File: src/rtl/mat_row_argmax_if.sv
// Purpose: bundles the score-matrix input and the argmax result output of mat_row_argmax.
// Latency: none; this is wiring only.
// Backpressure: input_mat_stb/input_mat_ack and output_stb/output_ack word handshakes.
interface mat_row_argmax_if #(
    parameter int M     = 1,
    parameter int P     = 1,
    parameter int IDX_W = (P > 1) ? $clog2(P) : 1
);
    logic [M-1:0][P-1:0][31:0] input_mat;
    logic                      input_mat_stb;
    logic                      input_mat_ack;
    logic [M-1:0][IDX_W-1:0]   output_idx;
    logic [M-1:0][31:0]        output_max;
    logic                      output_stb;
    logic                      output_ack;

    // Block side: consumes matrices, produces results.
    modport slave (
        input  input_mat, input_mat_stb, output_ack,
        output input_mat_ack, output_idx, output_max, output_stb
    );

    // Environment side: supplies matrices, consumes results.
    modport master (
        output input_mat, input_mat_stb, output_ack,
        input  input_mat_ack, output_idx, output_max, output_stb
    );
endinterface

File: src/rtl/mat_row_argmax.sv
// Purpose: per-row argmax over an M x P float32 matrix, one column per cycle, all rows in parallel.
// Latency: output_stb rises P+1 cycles after the input transfer cycle; one matrix per P+2 cycles at best.
// Backpressure: input_mat_ack held low from accept until the result is taken; results held while output_ack is low.
module mat_row_argmax #(
    parameter int M     = 1,
    parameter int P     = 1,
    parameter int IDX_W = (P > 1) ? $clog2(P) : 1
) (
    input  logic            clk,
    input  logic            rst,
    mat_row_argmax_if.slave bus
);
    localparam logic [IDX_W-1:0] LAST_COL = IDX_W'(P - 1);

    typedef enum logic [1:0] {GET_MAT, SCAN, PUT} state_t;

    state_t                    state_q, state_d;
    logic                      ack_q, ack_d;
    logic                      stb_q, stb_d;
    logic [IDX_W-1:0]          col_q, col_d;
    logic [M-1:0][P-1:0][31:0] mat_q, mat_d;
    logic [M-1:0][31:0]        cur_max_q, cur_max_d;
    logic [M-1:0][IDX_W-1:0]   cur_idx_q, cur_idx_d;
    logic [M-1:0][31:0]        out_max_q, out_max_d;
    logic [M-1:0][IDX_W-1:0]   out_idx_q, out_idx_d;
    logic [M-1:0][31:0]        step_max;
    logic [M-1:0][IDX_W-1:0]   step_idx;

    // Float "a > b" using sign/magnitude ordering; NaN never wins, but any number beats a held NaN.
    function automatic logic gt(input logic [31:0] a, input logic [31:0] b);
        logic a_nan;
        logic b_nan;
        a_nan = (a[30:23] == 8'hFF) && (a[22:0] != 23'd0);
        b_nan = (b[30:23] == 8'hFF) && (b[22:0] != 23'd0);
        if (a_nan)                                    gt = 1'b0;
        else if (b_nan)                               gt = 1'b1;
        else if (a[30:0] == 31'd0 && b[30:0] == 31'd0) gt = 1'b0;
        else if (a[31] != b[31])                      gt = ~a[31];
        else if (!a[31])                              gt = a[30:0] > b[30:0];
        else                                          gt = a[30:0] < b[30:0];
    endfunction

    // Running max/index after folding in the current column; column 0 seeds unconditionally.
    always_comb begin
        step_max = cur_max_q;
        step_idx = cur_idx_q;
        for (int r = 0; r < M; r++) begin
            if (col_q == '0 || gt(mat_q[r][col_q], cur_max_q[r])) begin
                step_max[r] = mat_q[r][col_q];
                step_idx[r] = col_q;
            end
        end
    end

    // Next-state and datapath updates for the accept / scan / present sequence.
    always_comb begin
        state_d   = state_q;
        ack_d     = ack_q;
        stb_d     = stb_q;
        col_d     = col_q;
        mat_d     = mat_q;
        cur_max_d = cur_max_q;
        cur_idx_d = cur_idx_q;
        out_max_d = out_max_q;
        out_idx_d = out_idx_q;
        case (state_q)
            GET_MAT: begin
                ack_d = 1'b1;
                if (ack_q && bus.input_mat_stb) begin
                    ack_d   = 1'b0;
                    mat_d   = bus.input_mat;
                    col_d   = '0;
                    state_d = SCAN;
                end
            end
            SCAN: begin
                cur_max_d = step_max;
                cur_idx_d = step_idx;
                if (col_q == LAST_COL) begin
                    // Last column's comparison lands directly in the output registers.
                    out_max_d = step_max;
                    out_idx_d = step_idx;
                    stb_d     = 1'b1;
                    state_d   = PUT;
                end else begin
                    col_d = col_q + IDX_W'(1);
                end
            end
            PUT: begin
                if (stb_q && bus.output_ack) begin
                    // Re-open the input immediately so a new matrix can land next cycle.
                    stb_d   = 1'b0;
                    ack_d   = 1'b1;
                    state_d = GET_MAT;
                end
            end
            default: state_d = GET_MAT;
        endcase
    end

    // State and datapath registers with synchronous reset.
    always_ff @(posedge clk) begin
        if (rst) begin
            state_q   <= GET_MAT;
            ack_q     <= 1'b0;
            stb_q     <= 1'b0;
            col_q     <= '0;
            mat_q     <= '0;
            cur_max_q <= '0;
            cur_idx_q <= '0;
            out_max_q <= '0;
            out_idx_q <= '0;
        end else begin
            state_q   <= state_d;
            ack_q     <= ack_d;
            stb_q     <= stb_d;
            col_q     <= col_d;
            mat_q     <= mat_d;
            cur_max_q <= cur_max_d;
            cur_idx_q <= cur_idx_d;
            out_max_q <= out_max_d;
            out_idx_q <= out_idx_d;
        end
    end

    assign bus.input_mat_ack = ack_q;
    assign bus.output_stb    = stb_q;
    assign bus.output_idx    = out_idx_q;
    assign bus.output_max    = out_max_q;
endmodule

File: src/flat_wrapper.sv
// flat-port wrapper written by rule: the top's interface ports become plain ports
module mat_row_argmax_flat 
#(
    parameter int M     = 1,
    parameter int P     = 1,
    parameter int IDX_W = (P > 1) ? $clog2(P) : 1
)
  (clk, rst, bus_input_mat, bus_input_mat_stb, bus_output_ack, bus_input_mat_ack, bus_output_idx, bus_output_max, bus_output_stb);
  mat_row_argmax_if #(.M(M), .P(P), .IDX_W(IDX_W)) bus_i ();
  input  logic clk;
  input  logic rst;
  input wire logic [$bits(bus_i.input_mat)-1:0] bus_input_mat;
  input wire logic [$bits(bus_i.input_mat_stb)-1:0] bus_input_mat_stb;
  input wire logic [$bits(bus_i.output_ack)-1:0] bus_output_ack;
  output wire logic [$bits(bus_i.input_mat_ack)-1:0] bus_input_mat_ack;
  output wire logic [$bits(bus_i.output_idx)-1:0] bus_output_idx;
  output wire logic [$bits(bus_i.output_max)-1:0] bus_output_max;
  output wire logic [$bits(bus_i.output_stb)-1:0] bus_output_stb;
  assign bus_i.input_mat = bus_input_mat;
  assign bus_i.input_mat_stb = bus_input_mat_stb;
  assign bus_i.output_ack = bus_output_ack;
  assign bus_input_mat_ack = bus_i.input_mat_ack;
  assign bus_output_idx = bus_i.output_idx;
  assign bus_output_max = bus_i.output_max;
  assign bus_output_stb = bus_i.output_stb;
  mat_row_argmax #(.M(M), .P(P), .IDX_W(IDX_W)) u_core (.clk(clk), .rst(rst), .bus(bus_i));
endmodule
File: config.mk
export PLATFORM = sky130hd
export DESIGN_NAME = mat_row_argmax_flat
export DESIGN_NICKNAME = d
export VERILOG_FILES = /design/src/rtl/mat_row_argmax_if.sv /design/src/rtl/mat_row_argmax.sv /design/src/flat_wrapper.sv
export SDC_FILE = /design/constraint.sdc
export NUM_CORES = 1
export LEC_CHECK = 0
export ABC_AREA = 1
export BUFFER_PORTS_ARGS = -buffer_cell sky130_fd_sc_hd__buf_2
export CAP_MARGIN = 10
export CORE_UTILIZATION = 50
export DETAILED_ROUTE_END_ITERATION = 8
export PLACE_DENSITY = 0.77
export SYNTH_ARGS = -nofsm -noshare
export SYNTH_HDL_FRONTEND = slang
export SYNTH_SLANG_ARGS = --single-unit
File: constraint.sdc
create_clock -name clk -period 2.1 [get_ports clk]
set_clock_uncertainty 0.1 [all_clocks]
set_input_delay 0.315 -clock clk [delete_from_list [all_inputs] [get_ports clk]]
set_output_delay 0.315 -clock clk [all_outputs]
set_load 0.005 [all_outputs]
==> impl_results.md, run 1 <==
- Routed WL per cell: 11.4 um
- DP HPWL: 3.50 mm
- Syn. warnings: 0
- Crit path launch: u_core.state_q[1]
- Critical path capture point: u_core.mat_q[7]
- Initial Util: 53.6%
- Fillers: 455
- Final setup fails: 0
- Postcts setup bufs: 0
- I/O pin cnt: 71
- Global Route Usage Sum: around a fifth
- DIE AREA: 5530 um2
- CP Class: flip-flop to flip-flop
- FF-to-FF Start: u_core.state_q[1]
- Count leader, synth: nor2_1
- Buf/Inv on CP: 2
- Synth Area per Inst: ~7.7 um2
- Startpoint class of the critical path: flip-flop
- Worst EP arrival: 1700 ps
- CP Capture Type: flip-flop
- Antenna-violating nets left: 0
- Top cells by count, synth: nor2_1, dfxtp_1, nand2_1
- Cts bufs inserted: 9
- Count of different cell masters after synthesis: 18
- Synth Net Count: approximately 380
- Drt drc: 0
- Top cell type's share of synthesized area: 52.0%
- CP max stage delay: 380 ps
- Fmax: 653 MHz
- Worst path depth: 6
- Gpl congestion: 0.789
- Avg Vias per Cell: 4.78
- Number of synthesized flops with an enable pin: 0
- Max_cap viols: 0
- Ys flop type: dfxtp_1
- LEAKAGE: 0.00161 uW
- Synth area leaders: dfxtp_1, nor2_1, nand3b_1
- Worst EP required: 2270 ps
- Reg-to-Reg End: u_core.mat_q[7]
- P per Cell Area: 910 nW/um2
- CP cell instances: nor2_4 -> inv_2 -> nor2_4 -> buf_4 -> nor2_1 -> nor2_1
- Core area: 4880 um2
- DRT Wirelength: 5.42 mm
- Cell family with most CP delay: simple AND/OR/NAND/NOR gates
- Cell count of the worst reg-to-reg path: 6
- 1st-iter DRT viols: 138
- Post-CTS Resized: 0
- CTS Buffer Depth: 2
- Post-layout util: around 66%
- Fin crit share: 72.9%
- CTS tree: yes
- FFs w/ async S/R, synth: 0%
- CP max-delay cell: dfxtp_1
- Type of the worst min-delay path: input port to flip-flop
- Place WS: 589 ps
- GRT overflow: 0
- Layout Cells excl Fill: 477
- First-pass GRT wire length: a little under 9 mm
- Syn-to-layout area delta: 23.1%
- Pin count of the biggest net entering global routing: 44
- Critical Path Fanout Max: 16
- Placed instance count: 461
- Hold Buf Count CTS: 0
- VDD IR max: 0.000438 V
- Number of clock sinks: 68
- Routed via count: 2281
- Vias in the first global route: 2016
- Worst setup margin: 569 ps
- ANT cells: 0
- Yosys top cell by area: dfxtp_1
- Final hold vios: 0
- Die span in y: 74.3 um
- Reg2Reg Setup Slack: 570 ps
- Final setup TNS: 0 ps
- Initial antenna violation count: 0
- H-Tree Level Count: 3
- Syn Inst Count: 340
- IO Port Bufs: 69
- Clk Tree Root Cell: clkbuf_8
- Synth Register Bits: ~70
- Post-Synthesis Cell Area: 2620 um2
- DRT Pass-1 Iters: 4
- Die W: 74.3 um
- Status: finished, final reports clean
- Final Max Slew Viols: 0
- Unrepaired setup endpoints after global routing: false
- Min Tclk post-route: 1530 ps
- Core Rows: 25
- Post-synthesis sequential area ratio: 52.0%
- Clk slew on worst S/H paths: 70 ps
- # nets final: 441
- Clock latency on the worst-skew pair: between 300 and 400 ps
- Share of post-route cells with drive strength above 1: 23.4%
worst min-delay path by stage:
stage                     startpoint                        end  depth (start not counted)
global route                     rst          u_core.state_q[1]                          2
CTS                              rst          u_core.state_q[1]                          2
detailed placement  u_core.mat_q[12]  u_core.bus.output_max[12]                          2
global placement    u_core.mat_q[22]  u_core.bus.output_max[22]                          2
floorplan                        rst          u_core.state_q[1]                          1
finish                           rst          u_core.state_q[1]                          2
layer usage:
metal	track usage [%]	part of all wire, %	wire, um
met4	9.64	0.46	25
met1	27.0	47	2540
met3	5.83	5.8	315
met2	33.8	47	2530
met5	0	0	0
state kept, by name (all words and copies together) (netlist names):
| name | flops |
|---|---|
| u_core.bus.input_mat_ack | 1 |
| u_core.mat_q | 32 |
| u_core.bus.output_max | 32 |
| u_core.bus.output_stb | 1 |
| u_core.state_q | 2 |
cell type report:
class | instances | area [um2] | area share [%]
Timing Repair Buffer | 77 | 430 | 13.4
Multi-Input combinational cell | 241 | 1100 | 34.0
Tap cell | 67 | 83.8 | 2.60
Sequential cell | 68 | 1360 | 42.3
Inverter | 8 | 30.0 | 0.933
Clock inverter | 4 | 72.6 | 2.25
Clock buffer | 12 | 145 | 4.51
logic make-up (layout without fill, tap and decap cells):
| logic type | count (synthesis) | after routing | share of synthesized area [%] |
|---|---|---|---|
| buf+inv | 31 | 101 | 6.07 |
| flops | 68 | 68 | 52.0 |
| compound gates | 34 | 34 | 6.50 |
| other cells | 1 | 1 | 0.143 |
| simple gates | 206 | 206 | 35.2 |
report_power, final:
part	switching, uW	internal [uW]
clock network	464	700
registers	46.7	1380
logic	189	147
stage by stage:
stage / total power (uW) / hold slack (ps) / cell area, um2
2_1_floorplan: 1680 / 284 / 2620
3_3_place_gp: 1790 / 361 / 3000
3_5_place_dp: 1790 / 372 / 3000
4_1_cts: 2960 / 72.1 / 3220
5_1_grt: 3070 / 76.8 / 3220
6_report: 2930 / 85.7 / 3220
layout by cell type, fill, tap and decap left out:
cell type   netlist  routed
clkinvlp_4        0       1
bufinv_16         0       2
dfxtp_1          68      68
nor2_1          130     130
conb_1            1       1
a21oi_1           1       1
nor2_4            3       3
nor3_1            1       1
inv_1             7       6
nand3b_1         32      32
nand2_1          38      38
o21ai_0          33      33
clkbuf_8          0      10
buf_2            10      69
buf_12            0       2
buf_4             2       6
nand3_1           1       1
nor3b_1           1       1
clkbuf_1          6       2
inv_2             1       2
clkinv_2          0       1
No activity file was read; power rests on OpenSTA's default activity.
==> run 2: changes to the inputs <==
Settings changed: ABC_AREA 1 to 0, CORE_UTILIZATION 50 to 46, PLACE_DENSITY 0.77 to 0.74.
Clock period 2.1 ns to 1.25 ns, I/O delays scaled along.
==> run 2 against run 1 <==
Net effect: power increased by 57%; critical endpoint is now u_core.mat_q[31]; critical path depth decreased by 2; clock power increased by 54%; highest routed layer unchanged; die area increased by 9.3%.
==> impl_results.md, run 2 <==
- Core Rows: 27
- Avg Vias per Cell: 4.63
- Yosys top cell by area: dfxtp_1
- Worst EP required: roughly 1400 ps
- DRT Wirelength: around 5.5 mm
- Die span in y: 77.7 um
- Synth area leaders: dfxtp_1, nand2_1, a21oi_2
- Post-synthesis sequential area ratio: 51.6%
- Number of synthesized flops with an enable pin: 0
- Final hold vios: 0
- Die W: approximately 78 um
- ANT cells: 0
- Post-Synthesis Cell Area: 2640 um2
- CP max-delay cell: and4bb_4
- Synth Area per Inst: 8.76 um2
- Count leader, synth: nand2_1
- Synth Net Count: 337
- 1st-iter DRT viols: 104
- Final setup fails: 0
- Clk Tree Root Cell: clkbuf_8
- IO Port Bufs: 69
- Clk slew on worst S/H paths: 70 ps
- Syn. warnings: 0
- Routed via count: ~2.2k
- Count of different cell masters after synthesis: 21
- Most frequent cells in the layout: nand2_1, buf_2, dfxtp_1
- Worst setup margin: 14.3 ps
- Number of clock sinks: 68
- Initial Util: between 40% and 50%
- Compound-Gate Fraction of Synth Area: around 18%
- CP Capture Type: flip-flop
- Final Max Slew Viols: 0
- Syn-to-layout area delta: 37.4%
- Commonest non-fill, non-tap cell in the layout: nand2_1
- LEAKAGE: 0.00142 uW
- Unrepaired setup endpoints after global routing: true
- Simple-Gate Fraction of Synth Area: 23.3%
- Pin count of the biggest net entering global routing: 37
- Syn Inst Count: about 300
- Clock latency on the worst-skew pair: 330 ps
- Top cells by count, synth: nand2_1, dfxtp_1, a21oi_1
- Startpoint class of the critical path: flip-flop
- DP HPWL: ~3.5 mm
- Ys flop type: dfxtp_1
- DRT Pass-1 Iters: 4
- Drt drc: 0
- Worst EP arrival: 1400 ps
- FF-to-FF Start: u_core.state_q[0]
- Largest family of logic cells by synthesized area: simple AND/OR/NAND/NOR gates
- # nets final: 439
- P per Cell Area: about 1300 nW/um2
- Min Tclk post-route: 1240 ps
- Cts bufs inserted: 9
- DIE AREA: just over 6000 um2
- Fillers: about 480
- Final setup TNS: 0 ps
- Buf/Inv on CP: 1
- CP Class: flip-flop to flip-flop
- Initial antenna violation count: 0
- I/O pin cnt: 71
- Type of the worst min-delay path: input port to flip-flop
- Gpl congestion: 0.730
- CTS Buffer Depth: 2
- Mux share of post-synthesis cell area: 0%
- Synth Area in Adders: 0%
- CTS tree: yes
- Core area: about 5500 um2
- Synth Area in XOR/XNOR: 0%
- Antenna-violating nets left: 0
- Post-layout util: 65.8%
- Status: finished, final reports clean
- Place WS: between 10 and 15 ps
- First-pass GRT wire length: 9.09 mm
- Fin crit share: 98.9%
- H-Tree Level Count: 3
- Fmax: between 800 and 900 MHz
- Top cell type's share of synthesized area: 51.6%
- Share of post-route cells with drive strength above 1: 40.2%
- Worst min-delay path startpoint: bus_input_mat[22]
- GRT overflow: 0
- Cell family with most CP delay: simple AND/OR/NAND/NOR gates
- Vias in the first global route: 2079
- CP cell instances: and4bb_4 -> buf_12 -> nand2_2 -> a21oi_2
- CP max stage delay: 390 ps
- Routed WL per cell: 11.5 um
- VDD IR max: ~0.00086 V
- Global Route Usage Sum: 19.5%
- Crit path launch: u_core.state_q[0]
- Synth Register Bits: between 60 and 70
- Max_cap viols: 0
- FFs w/ async S/R, synth: 0%
- Critical Path Fanout Max: 15
[run 2: cell count changes in the layout (fill, tap and decap cells not counted), sizes merged, moves of 7 or more]
cell / previous run / this run
buf: 77 / 84
o21ai: 33 / 1
nor2: 133 / 3
a21oi: 1 / 66
inv: 8 / 1
dlygate4sd3: 0 / 32
nand3b: 32 / 1
nand2: 38 / 129
[run 2: metal layers]
metal	track usage, %	share of wire, %	routed length (um)
met4	10.4	2.3	128
met2	31.9	48	2670
met1	23.6	46	2540
met3	4.94	3.2	177
met5	0	0	0
[run 2: cell families after synthesis]
group                  after synthesis
buffers and inverters               26
AOI/OAI and AO/OA                   69
other                                1
DFF                                 68
and+or+nand+nor                    137
[run 2: area by class of cell]
cell class,count,area [um2],area share (%)
flip-flops and latches,68,1360,37.7
multi-input cells,207,1100,30.3
repair buffers,116,865,23.9
clock buffers,12,155,4.28
well taps,72,90.1,2.49
clock inverters,4,47.5,1.31
inverters,1,3.75,0.104
[run 2: path summary, 6_finish.rpt]
kind / end / slack [ps] / cells after the start
min reg2reg: u_core.bus.output_max[31] / 350 / 2
max: u_core.mat_q[31] / 10 / 4
min: u_core.mat_q[22] / 20 / 3
max reg2reg: u_core.mat_q[31] / 10 / 4
[run 2: report_power, final]
part	switching [uW]	internal, uW
logic	265	270
registers	39.2	2240
clock network	767	1020
[run 2: what timing repair did]
| item | 4_1_cts | 5_1_grt |
|---|---|---|
| setup endpoints to repair | 3 | 45 |
| gates cloned | 0 | 0 |
| hold buffers | 32 | 0 |
| resized for setup | 2 | 5 |
| setup buffers | 0 | 0 |
| endpoints found under the hold margin | 31 | 0 |
[run 2: metrics by stage]
| stage | cells | total power [uW] | area, um2 | hold WS [ps] |
|---|---|---|---|---|
| 6_report | 480 | 4600 | 3620 | 21.1 |
| 5_1_grt | 480 | 4830 | 3620 | 20.3 |
| 4_1_cts | 480 | 4660 | 3600 | 4.98 |
| 3_5_place_dp | 432 | 2780 | 3080 | 330 |
| 3_3_place_gp | 432 | 2770 | 3080 | 329 |
| 2_1_floorplan | 301 | 2630 | 2640 | 214 |
[run 2: worst register-to-register path: stages, from the launching register on]
cell and delay, ps:
dfxtp_2 340, and4bb_4 390, buf_12 170, nand2_2 70, a21oi_2 110
